<file path="src/rtl/ex_mc_seq.sv">
// Sequencer for multi-cycle EX-stage units: issues a one-cycle start to the
// selected unit, holds the pipeline until the result is captured, traps on timeout.
module ex_mc_seq #(
  parameter int N_UNITS = 2,
  parameter int TIMEOUT = 64,
  parameter int W       = 32,
  localparam int SW     = (N_UNITS > 1) ? $clog2(N_UNITS) : 1
) (
  input  logic                 clk,
  input  logic                 reset_n,
  input  logic                 ext_stall,
  input  logic                 flush,
  input  logic                 req_valid,
  input  logic [SW-1:0]        req_sel,
  input  logic [N_UNITS-1:0]   eoc,
  input  logic [N_UNITS*W-1:0] unit_res,
  output logic [N_UNITS-1:0]   start,
  output logic [N_UNITS-1:0]   abort,
  output logic                 unit_stall,
  output logic                 stall_req,
  output logic [W-1:0]         res,
  output logic                 res_valid,
  output logic                 trap,
  output logic [31:0]          busy_cycles,
  output logic [1:0]           dbg_state
);

  // Handshake: EX decode holds req_valid/req_sel stable while stall_req is high;
  // stall_req falls in DONE (res/res_valid/trap are then valid) and the request
  // is consumed on the first DONE cycle without ext_stall.

  localparam int            CW       = $clog2(TIMEOUT);
  localparam logic [CW-1:0] CNT_LAST = CW'(TIMEOUT - 1);
  localparam logic [CW-1:0] CNT_ONE  = CW'(1);
  localparam logic [31:0]   BUSY_MAX = 32'hFFFF_FFFF;

  typedef enum logic [1:0] {
    S_IDLE  = 2'd0,
    S_ISSUE = 2'd1,
    S_BUSY  = 2'd2,
    S_DONE  = 2'd3
  } state_e;

  state_e              state_q, state_d;
  logic [SW-1:0]       sel_q, sel_d;
  logic [CW-1:0]       cnt_q, cnt_d;
  logic [W-1:0]        res_q, res_d;
  logic                trap_q, trap_d;
  logic [31:0]         busy_q, busy_d;
  logic [N_UNITS-1:0]  start_q, start_d;
  logic [N_UNITS-1:0]  abort_q, abort_d;

  logic                eoc_sel;
  logic [W-1:0]        res_sel;

  function automatic logic [N_UNITS-1:0] onehot(input logic [SW-1:0] idx);
    logic [N_UNITS-1:0] v;
    v = '0;
    for (int k = 0; k < N_UNITS; k++) begin
      if (idx == SW'(k)) v[k] = 1'b1;
    end
    return v;
  endfunction

  // Only the latched unit's eoc/result are observed; other units are ignored.
  always_comb begin
    eoc_sel = 1'b0;
    res_sel = '0;
    for (int k = 0; k < N_UNITS; k++) begin
      if (sel_q == SW'(k)) begin
        eoc_sel = eoc[k];
        res_sel = unit_res[k*W +: W];
      end
    end
  end

  always_comb begin
    state_d = state_q;
    sel_d   = sel_q;
    cnt_d   = cnt_q;
    res_d   = res_q;
    trap_d  = trap_q;
    busy_d  = busy_q;
    start_d = '0;
    abort_d = '0;
    case (state_q)
      S_IDLE: begin
        if (req_valid && !ext_stall && !flush) begin
          state_d = S_ISSUE;
          sel_d   = req_sel;
          cnt_d   = '0;
          start_d = onehot(req_sel);
        end
      end
      S_ISSUE: begin
        if (flush) begin
          state_d = S_IDLE;
          abort_d = onehot(sel_q);
        end else begin
          state_d = S_BUSY;
        end
      end
      S_BUSY: begin
        if (!ext_stall) begin
          cnt_d = cnt_q + CNT_ONE;
          if (busy_q != BUSY_MAX) busy_d = busy_q + 32'd1;
        end
        // flush wins over completion and timeout in the same cycle
        if (flush) begin
          state_d = S_IDLE;
          abort_d = onehot(sel_q);
        end else if (eoc_sel) begin
          state_d = S_DONE;
          res_d   = res_sel;
          trap_d  = 1'b0;
        end else if (!ext_stall && (cnt_q == CNT_LAST)) begin
          state_d = S_DONE;
          res_d   = '0;
          trap_d  = 1'b1;
          abort_d = onehot(sel_q);
        end
      end
      S_DONE: begin
        if (flush || !ext_stall) state_d = S_IDLE;
      end
      default: state_d = S_IDLE;
    endcase
  end

  always_ff @(posedge clk or negedge reset_n) begin
    if (!reset_n) begin
      state_q <= S_IDLE;
      sel_q   <= '0;
      cnt_q   <= '0;
      res_q   <= '0;
      trap_q  <= 1'b0;
      busy_q  <= '0;
      start_q <= '0;
      abort_q <= '0;
    end else begin
      state_q <= state_d;
      sel_q   <= sel_d;
      cnt_q   <= cnt_d;
      res_q   <= res_d;
      trap_q  <= trap_d;
      busy_q  <= busy_d;
      start_q <= start_d;
      abort_q <= abort_d;
    end
  end

  assign start       = start_q;
  assign abort       = abort_q;
  assign unit_stall  = ext_stall;
  assign stall_req   = req_valid && !flush && (state_q != S_DONE);
  assign res         = res_q;
  assign res_valid   = (state_q == S_DONE);
  assign trap        = trap_q;
  assign busy_cycles = busy_q;
  assign dbg_state   = state_q;

  a_start_onehot0: assert property (@(posedge clk) disable iff (!reset_n) $onehot0(start_q));
  a_abort_onehot0: assert property (@(posedge clk) disable iff (!reset_n) $onehot0(abort_q));
  a_start_abort_excl: assert property (@(posedge clk) disable iff (!reset_n) !((|start_q) && (|abort_q)));

endmodule

</file>
<file path="config.mk">
export PLATFORM = sky130hd
export DESIGN_NAME = ex_mc_seq
export DESIGN_NICKNAME = d
export VERILOG_FILES = /design/src/rtl/ex_mc_seq.sv
export SDC_FILE = /design/constraint.sdc
export NUM_CORES = 1
export LEC_CHECK = 0
export CAP_MARGIN = 20
export CORE_ASPECT_RATIO = 0.5
export CORE_MARGIN = 5
export CORE_UTILIZATION = 44
export CTS_BUF_LIST = sky130_fd_sc_hd__clkbuf_16
export CTS_CLUSTER_SIZE = 30
export DETAILED_ROUTE_END_ITERATION = 7
export GPL_TIMING_DRIVEN = 1
export PLACE_DENSITY_LB_ADDON = 0.1
export SLEW_MARGIN = 20
export SYNTH_ARGS = -nofsm -noshare
export SYNTH_HDL_FRONTEND = slang
export SYNTH_SLANG_ARGS = --single-unit
</file>
<file path="constraint.sdc">
create_clock -name clk -period 2.25 [get_ports clk]
set_input_delay 0.225 -clock clk [delete_from_list [all_inputs] [get_ports clk]]
set_output_delay 0.225 -clock clk [all_outputs]
set_load 0.01 [all_outputs]
</file>
==> impl_metrics.yaml <==
detailed_routing:
  drc: 0
  viasPerCell: 5.22
  routed_wl_mm: 10.6
  dr.pass1.iters: 4
  first_iter_violations: 164
  ant_nets: 0
  vias: 3212
  routedWlPerCell_um: 17.2
timing:
  finalCriticalPeriod_ns: 2.08
  relSlewSlack_pct: 63.2
  setup-tns-final_ns: 0
  fin_skew_ns: 0.00791
  setup_viol: 0
  fmax_ghz: 0.480
  finalHoldViolations: 0
  rsz0062_at_grt: "false"
  holdWs_ns: 0.423
  worstMarginPinSlew_ns: 0.552
  slew_violations: 0
  period_share_pct: 92.5
synth:
  syn_area_per_cell_um2: 11.4
  synthDistinctLibCells: 50
  async_flop_share_pct: 100
  syn_nets: 412
  ys_warn_count: 0
  synthMostInstantiatedCell: "dfrtp_1"
  yosys-top-cells-area: "dfrtp_1, mux2i_1, o2bb2ai_1"
  synthesis.area_um2: 3810
  yosysSeqAreaShare_pct: 51.2
  synth_top_flop_cell: "dfrtp_1"
  synth_cells: 334
  netlist_top_cells_count: "dfrtp_1, mux2i_1, o2bb2ai_1"
  synth_edf_count: 0
  yosysTopAreaCell: "dfrtp_1"
  synth-seq-cells: 78
  synth_top_area_share_pct: 51.2
global_route:
  grt-ovfl-total: 0
  track_usage_pct: 19.6
  grt_pass1_wl_mm: 16.7
  grt_max_degree: 43
  antenna_found_initial: 0
  grt_pass1_vias: 3321
placement:
  port_buffers: 145
  placed_area_um2: 5490
  gp_congestion: 0.854
  dp_hpwl_mm: 8.22
clock_network:
  clk_pin_slew_ns: 0.06
  clock_path_buffers: 2
  insertion_delay_ns: 0.33
  root_buffer: "clkbuf_16"
  numCtsBuffers: 9
  htree_levels: 3
  numClockSinks: 78
  cts_tree: "done"
  post-cts-setup-buffers: 0
floorplanning:
  die-area_um2: 10700
  io_pins: 146
  core_area_um2: 8590
  initial_utilization_pct: 44.4
  die_w_um: 142
  die_y_um: 75.8
  num_rows: 24
worst_setup_path:
  critical_path_class: "reg2reg"
  end_kind: "register"
  arrival_ns: 2.28
  crit_chain: "ha_1, nand2_1, or3_4, nor4b_4, buf_6, nor4b_1, xor2_1"
  cp.required_ns: 2.45
  worst-path-buf-inv: 1
  path_max_fanout: 12
  slowest_stage: "dfrtp_1"
  startpoint_type: "register"
  path_delay_family: "simple AND/OR/NAND/NOR gates"
  slowest_delay_ns: 0.43
power:
  leakage_uw: 0.00260
  power_uw: 5590
  power_density_nw_per_um2: 957
  ir_drop_mv: 0.737
layout:
  drive_gt1_share_pct: 9.04
  diodes: 0
  areaGrowthSynthToFinish_pct: 53.2
  fin_nets: 571
  design_area_um2: 5840
hold_path:
  hold_class: "in2async"
status:
  outcome: "completed"
job:
  drv_cap: 0
[path summary, 6_finish.rpt]
path | from | to | slack, ns | depth (start not counted)
worst max-delay path | busy_cycles[0] | busy_cycles[9] | 0.17 | 7
worst min-delay path | reset_n | busy_cycles[24] | 0.42 | 2
worst max register to register | busy_cycles[0] | busy_cycles[9] | 0.17 | 7
worst min register to register | res[25] | res[25] | 0.49 | 1
max in group asynchronous | reset_n | res[23] | 1.23 | 3
min in group clk | req_sel | start[1] | 0.46 | 3
[flip-flops by register name, summed over array words and instances, names as in the netlist]
signal       count
trap             1
start            2
dbg_state        2
abort            2
cnt_q            6
res             32
busy_cycles     32
sel_q            1
[routing by layer]
| metal | vias to the layer above | global-route usage (%) | wire length (um) |
|---|---|---|---|
| met3 | 9 | 5.83 | 713 |
| met1 | 1551 | 24.5 | 4660 |
| met5 | - | 0 | 0 |
| met2 | 106 | 34.8 | 5130 |
| met4 | 0 | 3.51 | 79 |
| li1 | 1546 | - | - |
[layout make-up]
type / count / area (um^2)
clock buffer: 9 / 225
clock inverter: 7 / 113
fill: 676 / 2750
inverter: 6 / 22.5
multi-input combinational: 234 / 1770
sequential: 78 / 1950
tap: 117 / 146
timing repair buffer: 164 / 1610
[cell usage in the layout (no fill, tap or decap), drive strengths merged, types with 2 or more instances in the layout]
| cell | instances |
|---|---|
| clkinvlp | 2 |
| a21oi | 6 |
| or3 | 2 |
| clkbuf | 9 |
| bufinv | 3 |
| ha | 6 |
| buf | 19 |
| o21a | 3 |
| nor2b | 3 |
| a21o | 2 |
| dfrtp | 78 |
| nand3 | 7 |
| nand2b | 3 |
| and4 | 3 |
| o21ai | 4 |
| nor2 | 23 |
| and3 | 7 |
| o211ai | 2 |
| nor3 | 5 |
| clkinv | 2 |
| nor4 | 9 |
| nor3b | 2 |
| nand4 | 7 |
| nor4b | 5 |
| mux2i | 33 |
| xnor2 | 6 |
| mux2 | 2 |
| clkdlybuf4s50 | 144 |
| nand2 | 22 |
| xor2 | 25 |
| o2bb2ai | 32 |
| inv | 6 |
[through the flow]
stage               std cells  setup slack (ns)  util, %
floorplan                 334             0.195        -
global placement          598             0.251     63.9
detailed placement        598             0.175     63.9
CTS                       615             0.154     68.0
global route              615           0.00744     68.0
finish                    615             0.168     68.0
[worst reg2reg max path, cell delays in order, from the launching register on]
cell,delay [ns]
dfrtp_1,0.43
ha_1,0.19
nand2_1,0.11
or3_4,0.37
nor4b_4,0.43
buf_6,0.21
nor4b_1,0.07
xor2_1,0.15
[repair_timing]
action | 4_1_cts | 5_1_grt
endpoints found under the setup margin | 0 | 1
hold endpoints to repair | 40 | 0
hold buffers | 1 | 0
resized for setup | 0 | 1
[report_power, final]
group | internal (uW) | switching, uW | total [uW]
Combinational | 1140 | 833 | 1980
Clock | 1080 | 546 | 1620
Sequential | 1730 | 263 | 1990
Total | 3950 | 1640 | 5590
[cell families (layout without fill, tap and decap cells)]
group                    Yosys count  after routing  share of synthesized area (%)
multiplexers                      35             35                           9.25
XOR/XNOR                          31             31                           7.12
buffers and inverters             22            186                           2.36
AND/OR/NAND/NOR                  104            104                           16.0
AO/OA/AOI/OAI                     58             58                           12.2
flip-flops                        78             78                           51.2
adder cells (fa/ha/maj)            6              6                           1.97
Power figures use the tool's default switching activity.
